File: src/rtl/cmd_queue.sv
// cmd_queue: assembles 4-word host commands into a FIFO and issues them one
// at a time to the control/sequencing block.
// Ports:
//   clk, rst_n           clock, asynchronous active-low reset
//   soft_clr             synchronous flush of queue, assembler, FSM and flags
//   pipe_we, pipe_data   host pipe-in word strobe and 32-bit word
//   pipe_full, q_count   queue full flag and whole-command count
//   op_type, op_issue    issued opcode and one-cycle issue strobe
//   cmd_r_addr/w_addr/r_len  fields of the last issued command
//   op_done              current op finished (honoured only while busy)
//   busy, irq            op in flight; one-cycle queue-drained pulse
//   ovf, bad_op          sticky overflow / illegal-opcode flags
module cmd_queue #(
  parameter int unsigned DEPTH = 8
) (
  input  logic                     clk,
  input  logic                     rst_n,
  input  logic                     soft_clr,
  input  logic                     pipe_we,
  input  logic [31:0]              pipe_data,
  output logic                     pipe_full,
  output logic [$clog2(DEPTH):0]   q_count,
  output logic [2:0]               op_type,
  output logic                     op_issue,
  output logic [31:0]              cmd_r_addr,
  output logic [31:0]              cmd_w_addr,
  output logic [7:0]               cmd_r_len,
  input  logic                     op_done,
  output logic                     busy,
  output logic                     irq,
  output logic                     ovf,
  output logic                     bad_op
);

  localparam int unsigned PW = $clog2(DEPTH);
  localparam int unsigned CW = PW + 1;

  typedef struct packed {
    logic [2:0]  op;
    logic [7:0]  r_len;
    logic [31:0] r_addr;
    logic [31:0] w_addr;
  } cmd_t;

  typedef enum logic [1:0] {
    ST_IDLE  = 2'd0,
    ST_ISSUE = 2'd1,
    ST_BUSY  = 2'd2
  } state_t;

  state_t          state_q, state_d;
  logic [1:0]      wcnt_q;
  cmd_t            asm_q;
  cmd_t            mem_q [DEPTH];
  logic [PW-1:0]   wr_ptr_q, rd_ptr_q;
  logic [CW-1:0]   count_q, count_d;
  logic            full_q;
  logic [2:0]      op_type_q, op_type_d;
  logic            op_issue_q, op_issue_d;
  logic [31:0]     r_addr_q, w_addr_q;
  logic [7:0]      r_len_q;
  logic            busy_q;
  logic            irq_q, irq_d;
  logic            ovf_q, bad_op_q;

  logic            accept_c, push_c, pop_c, load_c, bad_set_c;
  cmd_t            head_c;

  // Words are accepted only when the queue can take a full command.
  assign accept_c = pipe_we & ~soft_clr & ~full_q;
  assign push_c   = accept_c & (wcnt_q == 2'd3);
  assign head_c   = mem_q[rd_ptr_q];

  // Next-state and registered-output decode.
  always_comb begin
    state_d    = state_q;
    pop_c      = 1'b0;
    load_c     = 1'b0;
    bad_set_c  = 1'b0;
    op_issue_d = 1'b0;
    op_type_d  = 3'd0;
    irq_d      = 1'b0;
    case (state_q)
      ST_IDLE: begin
        if (count_q != '0) begin
          pop_c = 1'b1;
          case (head_c.op)
            3'd1, 3'd2, 3'd3, 3'd4: begin
              state_d    = ST_ISSUE;
              load_c     = 1'b1;
              op_issue_d = 1'b1;
              op_type_d  = head_c.op;
            end
            3'd0:    ;
            default: bad_set_c = 1'b1;
          endcase
        end
      end
      ST_ISSUE: state_d = ST_BUSY;
      ST_BUSY: begin
        if (op_done) begin
          state_d = ST_IDLE;
          // No pop happens in BUSY, so the queue is empty after this cycle
          // exactly when it is empty now and nothing is pushed.
          irq_d = (count_q == '0) & ~push_c;
        end
      end
      default: state_d = ST_IDLE;
    endcase
    if (soft_clr) begin
      state_d    = ST_IDLE;
      pop_c      = 1'b0;
      load_c     = 1'b0;
      bad_set_c  = 1'b0;
      op_issue_d = 1'b0;
      op_type_d  = 3'd0;
      irq_d      = 1'b0;
    end
  end

  always_comb begin
    count_d = count_q + CW'(push_c) - CW'(pop_c);
    if (soft_clr) count_d = '0;
  end

  // State, assembler, pointers and output registers.
  always_ff @(posedge clk or negedge rst_n) begin
    if (!rst_n) begin
      state_q    <= ST_IDLE;
      wcnt_q     <= 2'd0;
      asm_q      <= '0;
      wr_ptr_q   <= '0;
      rd_ptr_q   <= '0;
      count_q    <= '0;
      full_q     <= 1'b0;
      op_type_q  <= 3'd0;
      op_issue_q <= 1'b0;
      r_addr_q   <= 32'd0;
      w_addr_q   <= 32'd0;
      r_len_q    <= 8'd0;
      busy_q     <= 1'b0;
      irq_q      <= 1'b0;
      ovf_q      <= 1'b0;
      bad_op_q   <= 1'b0;
    end else begin
      state_q    <= state_d;
      count_q    <= count_d;
      full_q     <= (count_d == CW'(DEPTH));
      op_type_q  <= op_type_d;
      op_issue_q <= op_issue_d;
      busy_q     <= (state_d == ST_BUSY);
      irq_q      <= irq_d;
      if (soft_clr) begin
        wcnt_q   <= 2'd0;
        wr_ptr_q <= '0;
        rd_ptr_q <= '0;
        ovf_q    <= 1'b0;
        bad_op_q <= 1'b0;
      end else begin
        if (accept_c) begin
          wcnt_q <= wcnt_q + 2'd1;
          case (wcnt_q)
            2'd0: begin
              asm_q.op    <= pipe_data[2:0];
              asm_q.r_len <= pipe_data[15:8];
            end
            2'd1:    asm_q.r_addr <= pipe_data;
            2'd2:    asm_q.w_addr <= pipe_data;
            default: ;
          endcase
        end
        if (push_c) wr_ptr_q <= wr_ptr_q + PW'(1);
        if (pop_c)  rd_ptr_q <= rd_ptr_q + PW'(1);
        ovf_q    <= ovf_q | (pipe_we & full_q);
        bad_op_q <= bad_op_q | bad_set_c;
      end
      if (load_c) begin
        r_addr_q <= head_c.r_addr;
        w_addr_q <= head_c.w_addr;
        r_len_q  <= head_c.r_len;
      end
    end
  end

  // Command storage; contents are only meaningful between the pointers.
  always_ff @(posedge clk) begin
    if (push_c) mem_q[wr_ptr_q] <= asm_q;
  end

  assign pipe_full  = full_q;
  assign q_count    = count_q;
  assign op_type    = op_type_q;
  assign op_issue   = op_issue_q;
  assign cmd_r_addr = r_addr_q;
  assign cmd_w_addr = w_addr_q;
  assign cmd_r_len  = r_len_q;
  assign busy       = busy_q;
  assign irq        = irq_q;
  assign ovf        = ovf_q;
  assign bad_op     = bad_op_q;

endmodule

File: config.mk
export PLATFORM = sky130hd
export DESIGN_NAME = cmd_queue
export DESIGN_NICKNAME = d
export VERILOG_FILES = /design/src/rtl/cmd_queue.sv
export SDC_FILE = /design/constraint.sdc
export NUM_CORES = 1
export LEC_CHECK = 0
export ABC_AREA = 1
export BUFFER_PORTS_ARGS = -buffer_cell sky130_fd_sc_hd__buf_4
export CAP_MARGIN = 20
export CORE_AREA = 2 2 208 251
export DETAILED_ROUTE_END_ITERATION = 12
export DIE_AREA = 0 0 210 253
export HOLD_SLACK_MARGIN = 0.02
export PLACE_DENSITY = 0.79
export SYNTH_ARGS = -nofsm -noshare
export SYNTH_HDL_FRONTEND = slang
export SYNTH_SLANG_ARGS = --single-unit
export TNS_END_PERCENT = 10
File: constraint.sdc
create_clock -name clk -period 8.1 [get_ports clk]
set_clock_uncertainty 0.2 [all_clocks]
set_input_delay 1.215 -clock clk [delete_from_list [all_inputs] [get_ports clk]]
set_output_delay 1.215 -clock clk [all_outputs]
set_load 0.01 [all_outputs]
==> flow_metrics.tcl, run 1 <==
set metrics [dict create \
    final_hold_viol_count 0 \
    crit_path_end "cmd_w_addr[8]" \
    post-route-util 0.665 \
    finalMaxSlewViolations 0 \
    ant_nets 0 \
    worst_ep_arrival_time_ns 4.27 \
    wl_mm 74.5 \
    dr_wl_met2_mm 37.1 \
    postLayoutCellArea_um2 33800 \
    grt_pass1_vias 20100 \
    post_drt_wl_per_cell_um 22.2 \
    clkSinkCount 770 \
    gp_routability_congestion 0.799 \
    fin_cells 3353 \
    setup_violations 0 \
    wl_met1_mm 27.3 \
    track_usage 0.284 \
    r2r-start "rd_ptr_q[2]" \
    fin_crit_ns 3.99 \
    dp_hpwl_mm 40.5 \
    top_layer "met5" \
    ys_types 28 \
    synth.yosys.warnings 0 \
    grt_max_degree 249 \
    clk_path_buf_depth 3 \
    start_util 0.593 \
    startpoint_type "flip-flop" \
    outcome "finished clean" \
    hold_ws_ns 0.272 \
    r2r.worst_path.cells 9 \
    netlist_instances 2577 \
    p_leak_nw 13.5 \
    drtIter0Drc 2342 \
    ir_drop_uv 239 \
    cp.required_ns 8.38 \
    syn_area_per_cell_um2 11.7 \
    antenna_found_initial 1 \
    syn_nets 2626 \
    post-place-cells 3220 \
    placed_cell_area_um2 31600 \
    num_rows 91 \
    yosysTopAreaCellShare 0.597 \
    fillCellCount 3562 \
    drc 0 \
    cts_tree "yes" \
    clockRootBuffer "clkbuf_16" \
    clock_latency_ns 0.62 \
    slew_headroom 0.163 \
    crit_path_end_kind "flip-flop" \
    die_w_um 210 \
    synth_top_area_cell "edfxtp_1" \
    yosys_register_bits 770 \
    reg2reg_slack_ns 4.11 \
    synth-seq-area-share 0.738 \
    clk_pin_slew_worst_paths_ns 0.06 \
    fmaxAchievable_mhz 251 \
    viasPerCell 6.01 \
    port_buffers 121 \
    syn_area_um2 30200 \
    numCtsBuffers 71 \
    tns_ns 0 \
    core_um2 50900 \
    overflow 0 \
    firstDrtPassIters 6 \
    vias 20100 \
    p_per_area_nw_per_um2 351 \
    ctsHoldBuffers 0 \
    final_common_cell "nand2_1" \
    synth_area_leaders "edfxtp_1 (60%), dfrtp_1 (14%), nand2_1 (11%), nand3_1 (7.4%), nand4_1 (1.5%)" \
    fin_crit_sh 0.492 \
    wl_met3_mm 7.45 \
    post_cts_buffers 0 \
    hp-class "flip-flop to flip-flop" \
    fin_nets 2693 \
    r2r_end "cmd_w_addr[8]" \
    crit_start "rd_ptr_q[2]" \
    die_area_um2 53100 \
    htreeDepth 3 \
    crit_type "flip-flop to flip-flop" \
    io_pins 122 \
    drive_gt1_frac 0.104 \
    grt_pass1_wl_mm 114 \
    crit_fanout 51 \
    syn2layout_area_growth_pct 12.1 \
    cap_violations 0 \
    tightest_slew_ns 1.26 \
    rsz0062_at_grt "false" \
    cts_resized 0 \
    layout_common_cells "nand2_1 (921), edfxtp_1 (600), nand3_1 (449)" \
    fp.dieH_um 253 \
]
worst max-delay path, stage by stage, from the launching register on:
cell and delay (ns):
dfrtp_2 1.03, buf_4 0.72, nand3_1 0.21, nand2_2 0.17, nand2_2 0.09, nand2_4 0.42, nand3_4 0.45, buf_16 0.34
nand2_1 0.12, nand2_1 0.05
kinds of logic after synthesis:
kind of cell / after synthesis / synth area share
compound gates: 88 / 0.0149
xor+xnor: 1 / 0.000290
fa+ha+maj: 12 / 0.00522
flops: 770 / 0.738
buf+inv: 229 / 0.0313
simple gates: 1477 / 0.210
flip-flops by register name (all words and copies together), names as in the netlist:
| name | flops |
|---|---|
| cmd_r_len | 8 |
| state_q | 2 |
| op_issue | 1 |
| ovf | 1 |
| cmd_w_addr | 32 |
| busy | 1 |
| q_count | 4 |
| op_type | 3 |
| mem_q | 600 |
| bad_op | 1 |
| wcnt_q | 2 |
| pipe_full | 1 |
| wr_ptr_q | 3 |
| rd_ptr_q | 3 |
| asm_q | 75 |
| cmd_r_addr | 32 |
| irq | 1 |
Yosys cell counts:
| cell | number |
|---|---|
| a21oi_1 | 4 |
| a22o_1 | 1 |
| buf_1 | 38 |
| buf_2 | 33 |
| buf_4 | 2 |
| buf_6 | 5 |
| clkbuf_1 | 82 |
| dfrtp_1 | 170 |
| edfxtp_1 | 600 |
| fa_1 | 1 |
| ha_1 | 11 |
| inv_1 | 63 |
| inv_2 | 6 |
| nand2_1 | 923 |
| nand2_2 | 4 |
| nand2_4 | 1 |
| nand3_1 | 449 |
| nand3_2 | 1 |
| nand3_4 | 1 |
| nand3b_1 | 1 |
| nand4_1 | 73 |
| nor2_1 | 17 |
| nor2_2 | 1 |
| nor3_1 | 4 |
| nor4_1 | 2 |
| o21a_1 | 2 |
| o21ai_0 | 81 |
| xnor2_1 | 1 |
metal layers:
layer	vias to the layer above	track usage
met5	-	0
met4	2	0.134
met3	192	0.0566
met2	1117	0.477
met1	9788	0.360
li1	9048	-
power by group:
group / leakage (nW) / internal (mW) / switching [mW] / total, mW
combinational: 4.77 / 0.963 / 2.07 / 3.04
sequential: 7.63 / 5.00 / 0.601 / 5.60
clock: 1.09 / 1.83 / 1.40 / 3.23
total: 13.5 / 7.78 / 4.08 / 11.9
cell type report:
| class | count | area (um^2) | share of cell area |
|---|---|---|---|
| Multi-Input combinational cell | 1578 | 7030 | 0.208 |
| Inverter | 69 | 269 | 0.00795 |
| Antenna cell | 1 | 2.50 | 0.0000740 |
| Clock inverter | 29 | 258 | 0.00762 |
| Tap cell | 651 | 815 | 0.0241 |
| Timing Repair Buffer | 154 | 1210 | 0.0359 |
| Sequential cell | 770 | 22300 | 0.659 |
| Clock buffer | 101 | 1960 | 0.0580 |
worst min path at each step:
| stage | start | end | cells after the start |
|---|---|---|---|
| finish | cmd_r_addr[15] | cmd_r_addr[15] | 2 |
| global route | cmd_r_addr[18] | cmd_r_addr[18] | 2 |
| CTS | cmd_w_addr[2] | cmd_w_addr[2] | 2 |
| detailed placement | cmd_w_addr[2] | cmd_w_addr[2] | 2 |
| global placement | cmd_w_addr[31] | cmd_w_addr[31] | 2 |
| floorplan | state_q[0] | irq | 1 |
through the flow:
stage	setup slack (ns)	power [mW]
floorplan	0.243	7.40
global placement	3.68	8.51
detailed placement	3.62	8.64
CTS	3.79	11.8
global route	3.99	12.4
finish	4.11	11.9
Note: power is estimated with default switching activity, not from simulation.
==> run 2: changes to the inputs <==
==> constraint.sdc (replaced) <==
create_clock -name clk -period 3.7 [get_ports clk]
set_clock_uncertainty 0.2 [all_clocks]
set_input_delay 0.555 -clock clk [delete_from_list [all_inputs] [get_ports clk]]
set_output_delay 0.555 -clock clk [all_outputs]
set_load 0.01 [all_outputs]
==> run 2 against run 1 <==
Total power increased by 120%; flip-flop and latch count unchanged; worst hold slack got worse by 0.22 ns; design area is 1.1% higher; non-clock buffer count increased by 10.
==> flow_metrics.tcl, run 2 (synthesized netlist as in run 1, its figures left out) <==
set metrics [dict create \
    viasPerCell 6.05 \
    final_hold_viol_count 0 \
    numCtsBuffers 71 \
    num_antenna_cells 0 \
    finalMaxSlewViolations 0 \
    wl_mm 75.4 \
    cp_top_family "simple AND/OR/NAND/NOR gates" \
    ir_drop_uv 428 \
    clockRootBuffer "clkbuf_16" \
    placed_cell_area_um2 31800 \
    cts_tree "yes" \
    worstPathCellList "inv_8, nand2_1, nand2_1, nand2_1, nand3_1, nand2_2, nand2_2, nand2_4, nand3_4, buf_12, nand2_1, nand2_1" \
    fin_crit_ns 3.07 \
    firstDrtPassIters 6 \
    start_util 0.593 \
    startpoint_type "flip-flop" \
    postLayoutCellArea_um2 34200 \
    hp-class "input port to flip-flop" \
    outcome "finished clean" \
    fillCellCount 3447 \
    post_drt_wl_per_cell_um 22.5 \
    antenna_found_initial 0 \
    max_stage_delay_ns 0.79 \
    post-route-util 0.672 \
    crit_path_end_kind "flip-flop" \
    htreeDepth 3 \
    port_buffers 121 \
    cts_resized 0 \
    p_per_area_nw_per_um2 777 \
    largest-register "mem_q" \
    drc 0 \
    dp_hpwl_mm 42.3 \
    clk_path_buf_depth 3 \
    die_w_um 210 \
    cp.required_ns 3.98 \
    fp.dieH_um 253 \
    die_area_um2 53100 \
    fin_crit_sh 0.829 \
    layout_setup_ws_ns 0.631 \
    crit_type "flip-flop to flip-flop" \
    post_cts_buffers 0 \
    reg_top3 "mem_q x600, asm_q x75" \
    fin_nets 2703 \
    tns_ns 0 \
    grt_pass1_vias 20200 \
    largest_reg_flops 600 \
    overflow 0 \
    track_usage 0.290 \
    num_rows 91 \
    crit_fanout 46 \
    rsz0062_at_grt "false" \
    cap_violations 0 \
    crit_buf_inv 2 \
    drive_gt1_frac 0.110 \
    slew_headroom 0.241 \
    layout_common_cells "nand2_1 (920), edfxtp_1 (600), nand3_1 (449)" \
    worst_path_most_repeated_cell "nand2_1" \
    core_um2 50900 \
    clkSinkCount 770 \
    grt_pass1_wl_mm 116 \
    fmaxAchievable_mhz 326 \
    crit_slowest_cell "dfrtp_4" \
    dp_worst_setup_slack_ns 0.721 \
    syn2layout_area_growth_pct 13.4 \
    clk_pin_slew_worst_paths_ns 0.07 \
    drtIter0Drc 2665 \
    p_leak_nw 13.6 \
    vias 20300 \
    worst_ep_arrival_time_ns 3.35 \
    grt_max_degree 123 \
    io_pins 122 \
    final_common_cell "nand2_1" \
    ant_nets 0 \
    setup_violations 0 \
    ctsHoldBuffers 4 \
    tightest_slew_ns 1.14 \
    clock_latency_ns 0.60 \
    gp_routability_congestion 0.823 \
]
[run 2: cell count changes in the layout (fill, tap and decap cells not counted), sizes merged]
cell	delta
clkinv	-2
dlygate4sd3	+4
inv	-1
clkinvlp	+3
buf	+6
diode	-1
bufinv	+7
clkbuf	-10
[run 2: cell type report]
type                    instances  area [um^2]  share of cell area
repair buffers                164         1390              0.0405
inverters                      69          269             0.00786
flip-flops and latches        770        22300               0.651
multi-input cells            1578         7050               0.206
clock inverters                36          475              0.0139
clock buffers                  91         1940              0.0568
well taps                     651          815              0.0238
[run 2: power breakdown]
group | switching (mW) | total, mW | internal [mW]
clock network | 3.10 | 7.60 | 4.50
registers | 1.20 | 12.1 | 10.9
logic | 4.75 | 6.85 | 2.10
total | 9.05 | 26.6 | 17.5
[run 2: worst reg2reg max path, stage by stage (launching register included)]
cell and delay (ns):
dfrtp_4 0.79, inv_8 0.22, nand2_1 0.13, nand2_1 0.06
nand2_1 0.07, nand3_1 0.08, nand2_2 0.14, nand2_2 0.09
nand2_4 0.31, nand3_4 0.35, buf_12 0.30, nand2_1 0.16
nand2_1 0.06
[run 2: worst paths after layout]
check                          startpoint        endpoint  slack, ns  cells past startpoint
setup / recovery              rd_ptr_q[0]   cmd_r_addr[0]       0.63                     12
setup reg to reg              rd_ptr_q[0]   cmd_r_addr[0]       0.63                     12
hold reg to reg            cmd_r_addr[24]  cmd_r_addr[24]       0.27                      2
min in group asynchronous           rst_n  cmd_r_addr[13]       0.36                      2
hold / removal              pipe_data[31]       asm_q[31]       0.05                      3
max in group asynchronous           rst_n       asm_q[43]       2.08                      3
[run 2: stage by stage]
stage / hold slack [ns] / total power, mW / cells
floorplan: 0.0594 / 16.2 / 2577
global placement: 0.250 / 18.7 / 3228
detailed placement: 0.261 / 19.0 / 3228
CTS: 0.0400 / 26.6 / 3359
global route: 0.0803 / 27.8 / 3359
finish: 0.0468 / 26.6 / 3359
[run 2: per-layer routing]
layer	wire length (um)	global-route usage
met1	28200	0.385
met2	37400	0.482
met3	7320	0.0477
met4	2520	0.126
met5	0	0
